$ cat src/rtl/usb_stat_cnt_ctrl_if.sv
// ============================================================================
// Module  : usb_stat_cnt_ctrl_if
// Brief   : Host readout bus for the statistics counter bank.
// Revision: 1.0
// ============================================================================
`default_nettype none

interface usb_stat_cnt_ctrl_if #(
    parameter int W  = 16,
    parameter int AW = 2
);
    logic          rd_req_i;
    logic [AW-1:0] rd_addr_i;
    logic          rd_ack_o;
    logic [W-1:0]  rd_data_o;

    modport master (
        output rd_req_i,
        output rd_addr_i,
        input  rd_ack_o,
        input  rd_data_o
    );

    modport slave (
        input  rd_req_i,
        input  rd_addr_i,
        output rd_ack_o,
        output rd_data_o
    );
endinterface

`default_nettype wire

$ cat src/rtl/usb_stat_cnt_ctrl.sv
// ============================================================================
// Module  : usb_stat_cnt_ctrl
// Brief   : Round-robin shared incrementer for NCNT statistics counters with
//           readout and clear sweep. Define STAT_CNT_SAT_EN for saturating counters.
// Revision: 1.0
// ============================================================================
`default_nettype none

module usb_stat_cnt_ctrl #(
    parameter int NCNT = 4,
    parameter int W    = 16,
    parameter int PW   = 2,
    parameter int AW   = 2
) (
    input  wire logic             clk_i,
    input  wire logic             rst_i,
    input  wire logic [NCNT-1:0]  evt_i,
    input  wire logic             clr_i,
    output logic                  busy_o,
    output logic [NCNT-1:0]       lost_o,
    output logic [NCNT-1:0]       grant_o,
    usb_stat_cnt_ctrl_if.slave    rd_if
);

    localparam int IW = (NCNT > 1) ? $clog2(NCNT) : 1;
    localparam logic [PW-1:0] PEND_MAX = '1;

    typedef enum logic [0:0] {
        ST_IDLE  = 1'b0,
        ST_CLEAR = 1'b1
    } state_t;

    state_t          state_q, state_d;
    logic [IW-1:0]   ptr_q, ptr_d;
    logic [IW-1:0]   idx_q, idx_d;
    logic [W-1:0]    cnt_q  [NCNT];
    logic [W-1:0]    cnt_d  [NCNT];
    logic [PW-1:0]   pend_q [NCNT];
    logic [PW-1:0]   pend_d [NCNT];
    logic [NCNT-1:0] lost_q, lost_d;
    logic            rd_ack_q, rd_ack_d;
    logic [W-1:0]    rd_data_q, rd_data_d;

    logic [NCNT-1:0] gnt;
    logic            gnt_vld;
    logic [IW-1:0]   gnt_idx;

    // Two-pass search: first at/above the pointer, then wrap to the bottom.
    always_comb begin
        gnt     = '0;
        gnt_vld = 1'b0;
        gnt_idx = '0;
        if (state_q == ST_IDLE) begin
            for (int i = 0; i < NCNT; i++) begin
                if (!gnt_vld && (pend_q[i] != '0) && (IW'(i) >= ptr_q)) begin
                    gnt_vld = 1'b1;
                    gnt_idx = IW'(i);
                end
            end
            for (int i = 0; i < NCNT; i++) begin
                if (!gnt_vld && (pend_q[i] != '0)) begin
                    gnt_vld = 1'b1;
                    gnt_idx = IW'(i);
                end
            end
            for (int i = 0; i < NCNT; i++) begin
                gnt[i] = gnt_vld && (gnt_idx == IW'(i));
            end
        end
    end

    always_comb begin
        state_d   = state_q;
        idx_d     = idx_q;
        ptr_d     = ptr_q;
        lost_d    = lost_q;
        cnt_d     = cnt_q;
        pend_d    = pend_q;
        rd_ack_d  = rd_if.rd_req_i;
        rd_data_d = rd_data_q;

        if (rd_if.rd_req_i) begin
            rd_data_d = '0;
            for (int i = 0; i < NCNT; i++) begin
                if (rd_if.rd_addr_i == AW'(i)) begin
                    rd_data_d = cnt_q[i];
                end
            end
        end

        for (int i = 0; i < NCNT; i++) begin
            if (evt_i[i] && !gnt[i]) begin
                if (pend_q[i] == PEND_MAX) begin
                    lost_d[i] = 1'b1;
                end else begin
                    pend_d[i] = pend_q[i] + 1'b1;
                end
            end else if (!evt_i[i] && gnt[i]) begin
                pend_d[i] = pend_q[i] - 1'b1;
            end
        end

        if (gnt_vld) begin
            ptr_d = (gnt_idx == IW'(NCNT - 1)) ? '0 : gnt_idx + 1'b1;
            for (int i = 0; i < NCNT; i++) begin
                if (gnt[i]) begin
`ifdef STAT_CNT_SAT_EN
                    if (cnt_q[i] != '1) begin
                        cnt_d[i] = cnt_q[i] + 1'b1;
                    end
`else
                    cnt_d[i] = cnt_q[i] + 1'b1;
`endif
                end
            end
        end

        // Sweep end clears lost flags last so it wins over a same-cycle drop.
        case (state_q)
            ST_IDLE: begin
                if (clr_i) begin
                    state_d = ST_CLEAR;
                    idx_d   = '0;
                end
            end
            ST_CLEAR: begin
                for (int i = 0; i < NCNT; i++) begin
                    if (idx_q == IW'(i)) begin
                        cnt_d[i] = '0;
                    end
                end
                if (idx_q == IW'(NCNT - 1)) begin
                    state_d = ST_IDLE;
                    lost_d  = '0;
                end else begin
                    idx_d = idx_q + 1'b1;
                end
            end
            default: state_d = ST_IDLE;
        endcase
    end

    always_ff @(posedge clk_i) begin
        if (rst_i) begin
            state_q   <= ST_IDLE;
            idx_q     <= '0;
            ptr_q     <= '0;
            lost_q    <= '0;
            rd_ack_q  <= 1'b0;
            rd_data_q <= '0;
            for (int i = 0; i < NCNT; i++) begin
                cnt_q[i]  <= '0;
                pend_q[i] <= '0;
            end
        end else begin
            state_q   <= state_d;
            idx_q     <= idx_d;
            ptr_q     <= ptr_d;
            lost_q    <= lost_d;
            rd_ack_q  <= rd_ack_d;
            rd_data_q <= rd_data_d;
            for (int i = 0; i < NCNT; i++) begin
                cnt_q[i]  <= cnt_d[i];
                pend_q[i] <= pend_d[i];
            end
        end
    end

    assign busy_o          = (state_q == ST_CLEAR);
    assign lost_o          = lost_q;
    assign grant_o         = gnt;
    assign rd_if.rd_ack_o  = rd_ack_q;
    assign rd_if.rd_data_o = rd_data_q;

endmodule

`default_nettype wire
$ cat src/flat_wrapper.sv
// flat-port wrapper written by rule: the top's interface ports become plain ports
module usb_stat_cnt_ctrl_flat 
#(
    parameter int NCNT = 4,
    parameter int W    = 16,
    parameter int PW   = 2,
    parameter int AW   = 2
)
  (clk_i, rst_i, evt_i, clr_i, busy_o, lost_o, grant_o, rd_if_rd_req_i, rd_if_rd_addr_i, rd_if_rd_ack_o, rd_if_rd_data_o);
  usb_stat_cnt_ctrl_if #(.W(W), .AW(AW)) rd_if_i ();
  input  wire logic clk_i;
  input  wire logic rst_i;
  input  wire logic [NCNT-1:0] evt_i;
  input  wire logic clr_i;
  output logic busy_o;
  output logic [NCNT-1:0] lost_o;
  output logic [NCNT-1:0] grant_o;
  input wire logic [$bits(rd_if_i.rd_req_i)-1:0] rd_if_rd_req_i;
  input wire logic [$bits(rd_if_i.rd_addr_i)-1:0] rd_if_rd_addr_i;
  output wire logic [$bits(rd_if_i.rd_ack_o)-1:0] rd_if_rd_ack_o;
  output wire logic [$bits(rd_if_i.rd_data_o)-1:0] rd_if_rd_data_o;
  assign rd_if_i.rd_req_i = rd_if_rd_req_i;
  assign rd_if_i.rd_addr_i = rd_if_rd_addr_i;
  assign rd_if_rd_ack_o = rd_if_i.rd_ack_o;
  assign rd_if_rd_data_o = rd_if_i.rd_data_o;
  usb_stat_cnt_ctrl #(.NCNT(NCNT), .W(W), .PW(PW), .AW(AW)) u_core (.clk_i(clk_i), .rst_i(rst_i), .evt_i(evt_i), .clr_i(clr_i), .busy_o(busy_o), .lost_o(lost_o), .grant_o(grant_o), .rd_if(rd_if_i));
endmodule
$ cat config.mk
export PLATFORM = sky130hd
export DESIGN_NAME = usb_stat_cnt_ctrl_flat
export DESIGN_NICKNAME = d
export VERILOG_FILES = /design/src/rtl/usb_stat_cnt_ctrl_if.sv /design/src/rtl/usb_stat_cnt_ctrl.sv /design/src/flat_wrapper.sv
export SDC_FILE = /design/constraint.sdc
export NUM_CORES = 1
export LEC_CHECK = 0
export BUFFER_PORTS_ARGS = -buffer_cell sky130_fd_sc_hd__buf_4
export CAP_MARGIN = 25
export CORE_MARGIN = 2
export CORE_UTILIZATION = 29
export DETAILED_ROUTE_END_ITERATION = 12
export HOLD_SLACK_MARGIN = 0.06
export PLACE_DENSITY = 0.54
export SETUP_SLACK_MARGIN = 0.3
export SYNTH_ARGS = -nofsm -noshare
export SYNTH_HDL_FRONTEND = slang
export SYNTH_SLANG_ARGS = --single-unit
$ cat constraint.sdc
create_clock -name clk_i -period 3.1 [get_ports clk_i]
set_input_delay 0.31 -clock clk_i [delete_from_list [all_inputs] [get_ports clk_i]]
set_output_delay 0.31 -clock clk_i [all_outputs]
set_load 0.01 [all_outputs]
### Word level (Yosys, flattened, before mapping)

Index checks and enable logic that the tools add are counted.

* bits in registers: 98
* latch bits: 0
* memory bits (writable): 0
* memory bits (read-only): 0
* output and inout bits: 26
* memories: 0

* add/sub/neg operators: 14
* multiply operators: 0
* div/mod/pow operators: 0
* order comparisons: 4
* eq/ne operators: 20
* shift-type cells: 0
* muxes and demuxes: 70
* bitwise gates (word level): 1
* reduce and logical (&&, ||, !) cells: 54

Operator list (number)
* 16-bit two-way mux: 12
* 64-bit two-way mux: 2
* 16-bit by 1-bit adder with 16-bit output, second input constant: 4
* 2-bit two-way mux: 23
* 1-bit two-way mux: 28
* 1-bit logical AND: 23
* 2-bit equality test, second input constant: 11
* 2-bit nonzero test: 8
* 1-bit logical NOT: 15
* 2-bit by 1-bit adder with 2-bit output, second input constant: 6
* 4-bit two-way mux: 3
* 2-bit != test, second input constant: 6
* 2-bit AND reduction: 5
* 2-bit by 1-bit subtractor with 2-bit output, second input constant: 4
* 2-bit by 1-bit equality test with 1-bit output, second input constant: 3
* 2-bit logical NOT: 3
* 1-bit by 2-bit greater-or-equal comparator with 1-bit output, first input constant: 2
* 2-bit greater-or-equal comparator, first input constant: 2
* 2-bit case mux with 2 select lines: 1
* 1-bit case mux with 2 select lines: 1
* 1-bit NOT: 1

### Longest topological paths before layout

* word-level depth: 43
* mapped depth: 10

### Worst setup path before layout

OpenSTA, ideal clock, no wires.

* path kind: register to register
* start point: register u_core.pend_q[2] (netlist bit)
* end point: register u_core.cnt_q[15] (netlist bit)
* data arrival time: 1.858 ns
* path slack: 1.128 ns
* cell stages (with the launch flop): 10
* period minus slack after synthesis: 1.972 ns
* cells stage by stage: dfxtp_1 > buf_2 > nor2_1 > a211oi_1 > or3_1 > buf_2 > buf_6 > nor4_1 > nor3b_1 > a21o_1

* longest elaborated chain between the ends: 33

RTL lines
* from (decl): RTL line usb_stat_cnt_ctrl.sv:38 `logic [PW-1:0] pend_q [NCNT];`
* from (signal, indexed assignment): RTL line usb_stat_cnt_ctrl.sv:164 `pend_q[i] <= pend_d[i];`
* 2-bit nonzero test *: RTL line usb_stat_cnt_ctrl.sv:55, usb_stat_cnt_ctrl.sv:61
* 1-bit logical AND (2 in a row): RTL line usb_stat_cnt_ctrl.sv:55 `if (!gnt_vld && (pend_q[i] != '0) && (IW'(i) >= ptr_q)) begin`
* 1-bit two-way mux: RTL line usb_stat_cnt_ctrl.sv:55
* 1-bit two-way mux: RTL line usb_stat_cnt_ctrl.sv:53 `if (state_q == ST_IDLE) begin`
* 1-bit logical NOT: RTL line usb_stat_cnt_ctrl.sv:55
* 1-bit logical AND (2 in a row): RTL line usb_stat_cnt_ctrl.sv:55
* 1-bit two-way mux: RTL line usb_stat_cnt_ctrl.sv:55
* 1-bit two-way mux: RTL line usb_stat_cnt_ctrl.sv:53
* [... 15 more ...]
* 2-bit two-way mux: RTL line usb_stat_cnt_ctrl.sv:53
* 2-bit equality test: RTL line usb_stat_cnt_ctrl.sv:67 `gnt[i] = gnt_vld && (gnt_idx == IW'(i));`
* 1-bit logical AND: RTL line usb_stat_cnt_ctrl.sv:67
* 4-bit two-way mux: RTL line usb_stat_cnt_ctrl.sv:53
* 16-bit two-way mux: RTL line usb_stat_cnt_ctrl.sv:106 `if (gnt[i]) begin`
* 64-bit two-way mux *: RTL line usb_stat_cnt_ctrl.sv:103 `if (gnt_vld) begin`
* 16-bit two-way mux: RTL line usb_stat_cnt_ctrl.sv:128 `if (idx_q == IW'(i)) begin`
* 64-bit two-way mux *: RTL line usb_stat_cnt_ctrl.sv:119 `case (state_q)`
* to (signal, indexed assignment): RTL line usb_stat_cnt_ctrl.sv:163 `cnt_q[i] <= cnt_d[i];`
* to (decl): RTL line usb_stat_cnt_ctrl.sv:36 `logic [W-1:0] cnt_q [NCNT];`

Every way passes the cells marked *; elsewhere a longest branch is shown, timed or not. The select of a mux whose other input is x is not followed.
A chain may end at the register's enable or synchronous reset.

### Worst setup path after layout

* start point: register u_core.pend_q[0] (netlist bit)
* end point: output port grant_o[1]

* longest elaborated chain between the ends: 24

RTL lines
* 2-bit nonzero test *: RTL line usb_stat_cnt_ctrl.sv:55, usb_stat_cnt_ctrl.sv:61
* 1-bit logical AND (2 in a row): RTL line usb_stat_cnt_ctrl.sv:55
* 1-bit two-way mux: RTL line usb_stat_cnt_ctrl.sv:55
* 1-bit two-way mux: RTL line usb_stat_cnt_ctrl.sv:53
* 1-bit logical NOT: RTL line usb_stat_cnt_ctrl.sv:61 `if (!gnt_vld && (pend_q[i] != '0)) begin`
* 1-bit logical AND: RTL line usb_stat_cnt_ctrl.sv:61
* 1-bit two-way mux: RTL line usb_stat_cnt_ctrl.sv:61
* 1-bit two-way mux: RTL line usb_stat_cnt_ctrl.sv:53
* [... 7 more ...]
* 1-bit two-way mux: RTL line usb_stat_cnt_ctrl.sv:53
* 1-bit logical NOT: RTL line usb_stat_cnt_ctrl.sv:61
* 1-bit logical AND: RTL line usb_stat_cnt_ctrl.sv:61
* 2-bit two-way mux: RTL line usb_stat_cnt_ctrl.sv:61
* 2-bit two-way mux: RTL line usb_stat_cnt_ctrl.sv:53
* 2-bit by 1-bit equality test with 1-bit output: RTL line usb_stat_cnt_ctrl.sv:67
* 1-bit logical AND *: RTL line usb_stat_cnt_ctrl.sv:67
* 4-bit two-way mux *: RTL line usb_stat_cnt_ctrl.sv:53
* to (decl): RTL line flat_wrapper.sv:17 `output logic [NCNT-1:0] grant_o;`

Marked as above.

==> impl_metrics.toml <==
[status]
status = "completed"

[detailed_routing]
drc_errors = 0
drt_iter0_markers = 179
ant_nets = 0
routedWlPerCell_um = 15.90
viasPerCell = 5.058
drt-total-wl_um = 12640
dr.pass1.iters = 5
vias = 4021

[finish]
fin_util = 0.3366
syn2layout_area_growth_pct = 14.52
nNetsFinal = 583
nFillCells = 1767
diodes = 0
stdcell_area_um2 = 5782
regArea_um2 = 1962
drive_above_1_share = 0.1842
multi_input_comb_area_um2 = 2879

[pwr]
power_mw = 4.194
p_leak_nw = 1.927
p_per_area_nw_per_um2 = 725.3
ir_worst_vdd_v = 0.0004502

[synthesis]
synth_cells = 549
seq_area_frac_synth = 0.3886
ys_warn_count = 0
syn_nets = 567
netlist-cell-type-count = 47
synth.avg_cell_area_um2 = 9.196
synth-async-reset-ratio = 0
netlist_area_um2 = 5049
synthFlopType = "dfxtp_1"
synth-edff-count = 0
synth-seq-cells = 98

[timing]
setup_viol = 0
layout_setup_ws_ns = 0.4760
maxSlewViolCount = 0
finalHoldViolCount = 0
worst_pin_slew_ns = 0.7979
rsz0062_at_grt = "no"
post-route-min-period_ns = 2.624
min_period_over_period = 0.8465
max_freq_mhz = 381.1
maxSlewHeadroom = 0.4681
setup-tns-final_ns = 0
clock_skew_ns = 0.01293

[critical_path]
crit_path_start_kind = "flop"
timing.rr.end = "u_core.cnt_q[15]"
r2r_setup_slack_ns = 0.75
crit_path_end_kind = "output port"
worst_ep_arrival_time_ns = 2.31
worstSetupPathType = "flop to output port"
r2r-start = "u_core.pend_q[6]"
crit_fanout = 18
r2r_cells = 6
critical_path_required_ns = 2.79

[global_route]
grt_overflow = 0
grt_max_degree = 37
grt_use_total = 0.1444
antenna_found_initial = 0
grt_pass1_wl_um = 20630
first_global_vias = 4022

[clocking]
insertion_delay_ns = 0.35
cts_buffers = 9
clkSinkCount = 98
clkTransAtPathRegs_ns = 0.06
ctsHtreeMaxLevel = 3
cts_resized = 0
post_cts_buffers = 0
cts.hold.buffers_added = 0
cts_tree = "done"
clock_path_buffers = 2
cts-root-buf = "clkbuf_16"

[worst_hold_path]
min_to = "u_core.lost_o[1]"
holdCritStartpoint = "evt_i[1]"
min-delay-path-class = "input pin to flop"
min_path_cells = 3

[placement]
place_ws_ns = 0.7650
place_hpwl_um = 9241
gp_congestion = 0.8471
place_area_um2 = 5470
port-buffer-count = 35

[die]
rows = 48
core_um2 = 17180
start_util = 0.2939
ioPinCount = 36
fp.dieH_um = 135.9
floorplan.die_area_um2 = 18480
die_w_um = 135.9

[job]
cap_violations = 0
## critical path, stage by stage (launching register included)
cell and delay [ns]:
dfxtp_1 0.48, nor2_1 0.10, a21boi_1 0.15, or3_1 0.38, buf_4 0.22, or2_2 0.36, inv_1 0.13, buf_4 0.14
## flip-flops by register name, summed over array words and instances, names as in the netlist
| register | flops |
|---|---|
| u_core.rd_if.rd_ack_o | 1 |
| u_core.idx_q | 2 |
| u_core.cnt_q | 64 |
| u_core.ptr_q | 2 |
| u_core.pend_q | 8 |
| u_core.busy_o | 1 |
| u_core.rd_if.rd_data_o | 16 |
| u_core.lost_o | 4 |
## cell families (layout without fill, tap and decap cells)
group	after synthesis	count (layout)	synth area share
adders and majority gates	8	8	0.01983
DFF	98	98	0.3886
muxes	32	32	0.1031
buffers and inverters	50	71	0.04535
xor gates and xnor gates	58	58	0.1006
AOI/OAI and AO/OA	54	54	0.06865
and+or+nand+nor	249	249	0.2739
## stage by stage
stage | hold slack [ns] | cells
detailed placement | 0.4734 | 779
floorplan | 0.4583 | 549
global placement | 0.4803 | 779
finish | 0.2796 | 795
global route | 0.2903 | 795
CTS | 0.2753 | 795
## routing by layer
layer / global-route usage / part of all wire
met5: 0 / 0
met2: 0.2441 / 0.49
met4: 0.06771 / 0.022
met3: 0.02088 / 0.032
met1: 0.1812 / 0.45
## worst max path at each step
stage / startpoint / end / slack, ns / cells past startpoint
2_1_floorplan: u_core.pend_q[2] / u_core.cnt_q[15] / 1.13 / 9
6_report: u_core.pend_q[0] / grant_o[1] / 0.48 / 7
5_1_grt: u_core.pend_q[2] / grant_o[0] / 0.32 / 7
3_5_place_dp: u_core.pend_q[6] / grant_o[1] / 0.77 / 7
4_1_cts: u_core.pend_q[6] / grant_o[1] / 0.40 / 7
3_3_place_gp: u_core.pend_q[6] / grant_o[1] / 0.86 / 7
## power breakdown
part	switching [mW]	leakage (nW)	internal (mW)	total, mW
combinational	1.00	0.988	0.507	1.51
sequential	0.182	0.793	1.36	1.54
clock	0.472	0.147	0.670	1.14
total	1.66	1.93	2.54	4.19
## synthesized netlist by cell type (all sizes together) (4+ instances only)
| master | n | share of area |
|---|---|---|
| clkbuf | 20 | 0.015 |
| nor3 | 25 | 0.032 |
| mux2i | 16 | 0.032 |
| dfxtp | 98 | 0.39 |
| or2 | 6 | 0.0074 |
| a21o | 4 | 0.0059 |
| mux4 | 16 | 0.071 |
| nand3 | 21 | 0.021 |
| a21oi | 13 | 0.013 |
| nor3b | 4 | 0.0059 |
| nand4 | 11 | 0.014 |
| a31oi | 5 | 0.0062 |
| or3 | 9 | 0.012 |
| xnor2 | 56 | 0.097 |
| buf | 16 | 0.020 |
| ha | 8 | 0.020 |
| and2 | 4 | 0.0050 |
| and3 | 4 | 0.0050 |
| nor4b | 5 | 0.011 |
| o21ai | 15 | 0.015 |
| a41oi | 4 | 0.0069 |
| nor2 | 87 | 0.065 |
| nor4 | 28 | 0.055 |
| inv | 14 | 0.010 |
| o21a | 4 | 0.0059 |
| nand2 | 34 | 0.025 |
## cells in the final DEF, fill, tap and decap left out, types with 4 or more instances in the layout
| cell type | n |
|---|---|
| xnor2_1 | 56 |
| ha_1 | 8 |
| a21oi_1 | 11 |
| mux2i_1 | 16 |
| nor2_1 | 87 |
| nor3_2 | 8 |
| nor4_1 | 16 |
| o21ai_0 | 15 |
| a21o_1 | 4 |
| or2_2 | 6 |
| clkbuf_16 | 9 |
| nor4_2 | 8 |
| and3_1 | 4 |
| nand2_1 | 33 |
| buf_4 | 41 |
| or3_1 | 8 |
| nand4_1 | 11 |
| a31oi_1 | 5 |
| o21a_1 | 4 |
| and2_1 | 4 |
| nor4_4 | 4 |
| dfxtp_1 | 98 |
| nor3b_1 | 4 |
| nor3_1 | 17 |
| inv_1 | 12 |
| a41oi_1 | 4 |
| mux4_2 | 16 |
| nand3_1 | 21 |
## cell type report
type,count,share of cell area
clock buffer,14,0.04566
inverter,14,0.009089
timing repair buffer,41,0.05324
sequential,98,0.3393
multi-input combinational,401,0.4979
clock inverter,2,0.006059
tap,225,0.04869
Power figures use the tool's default switching activity.
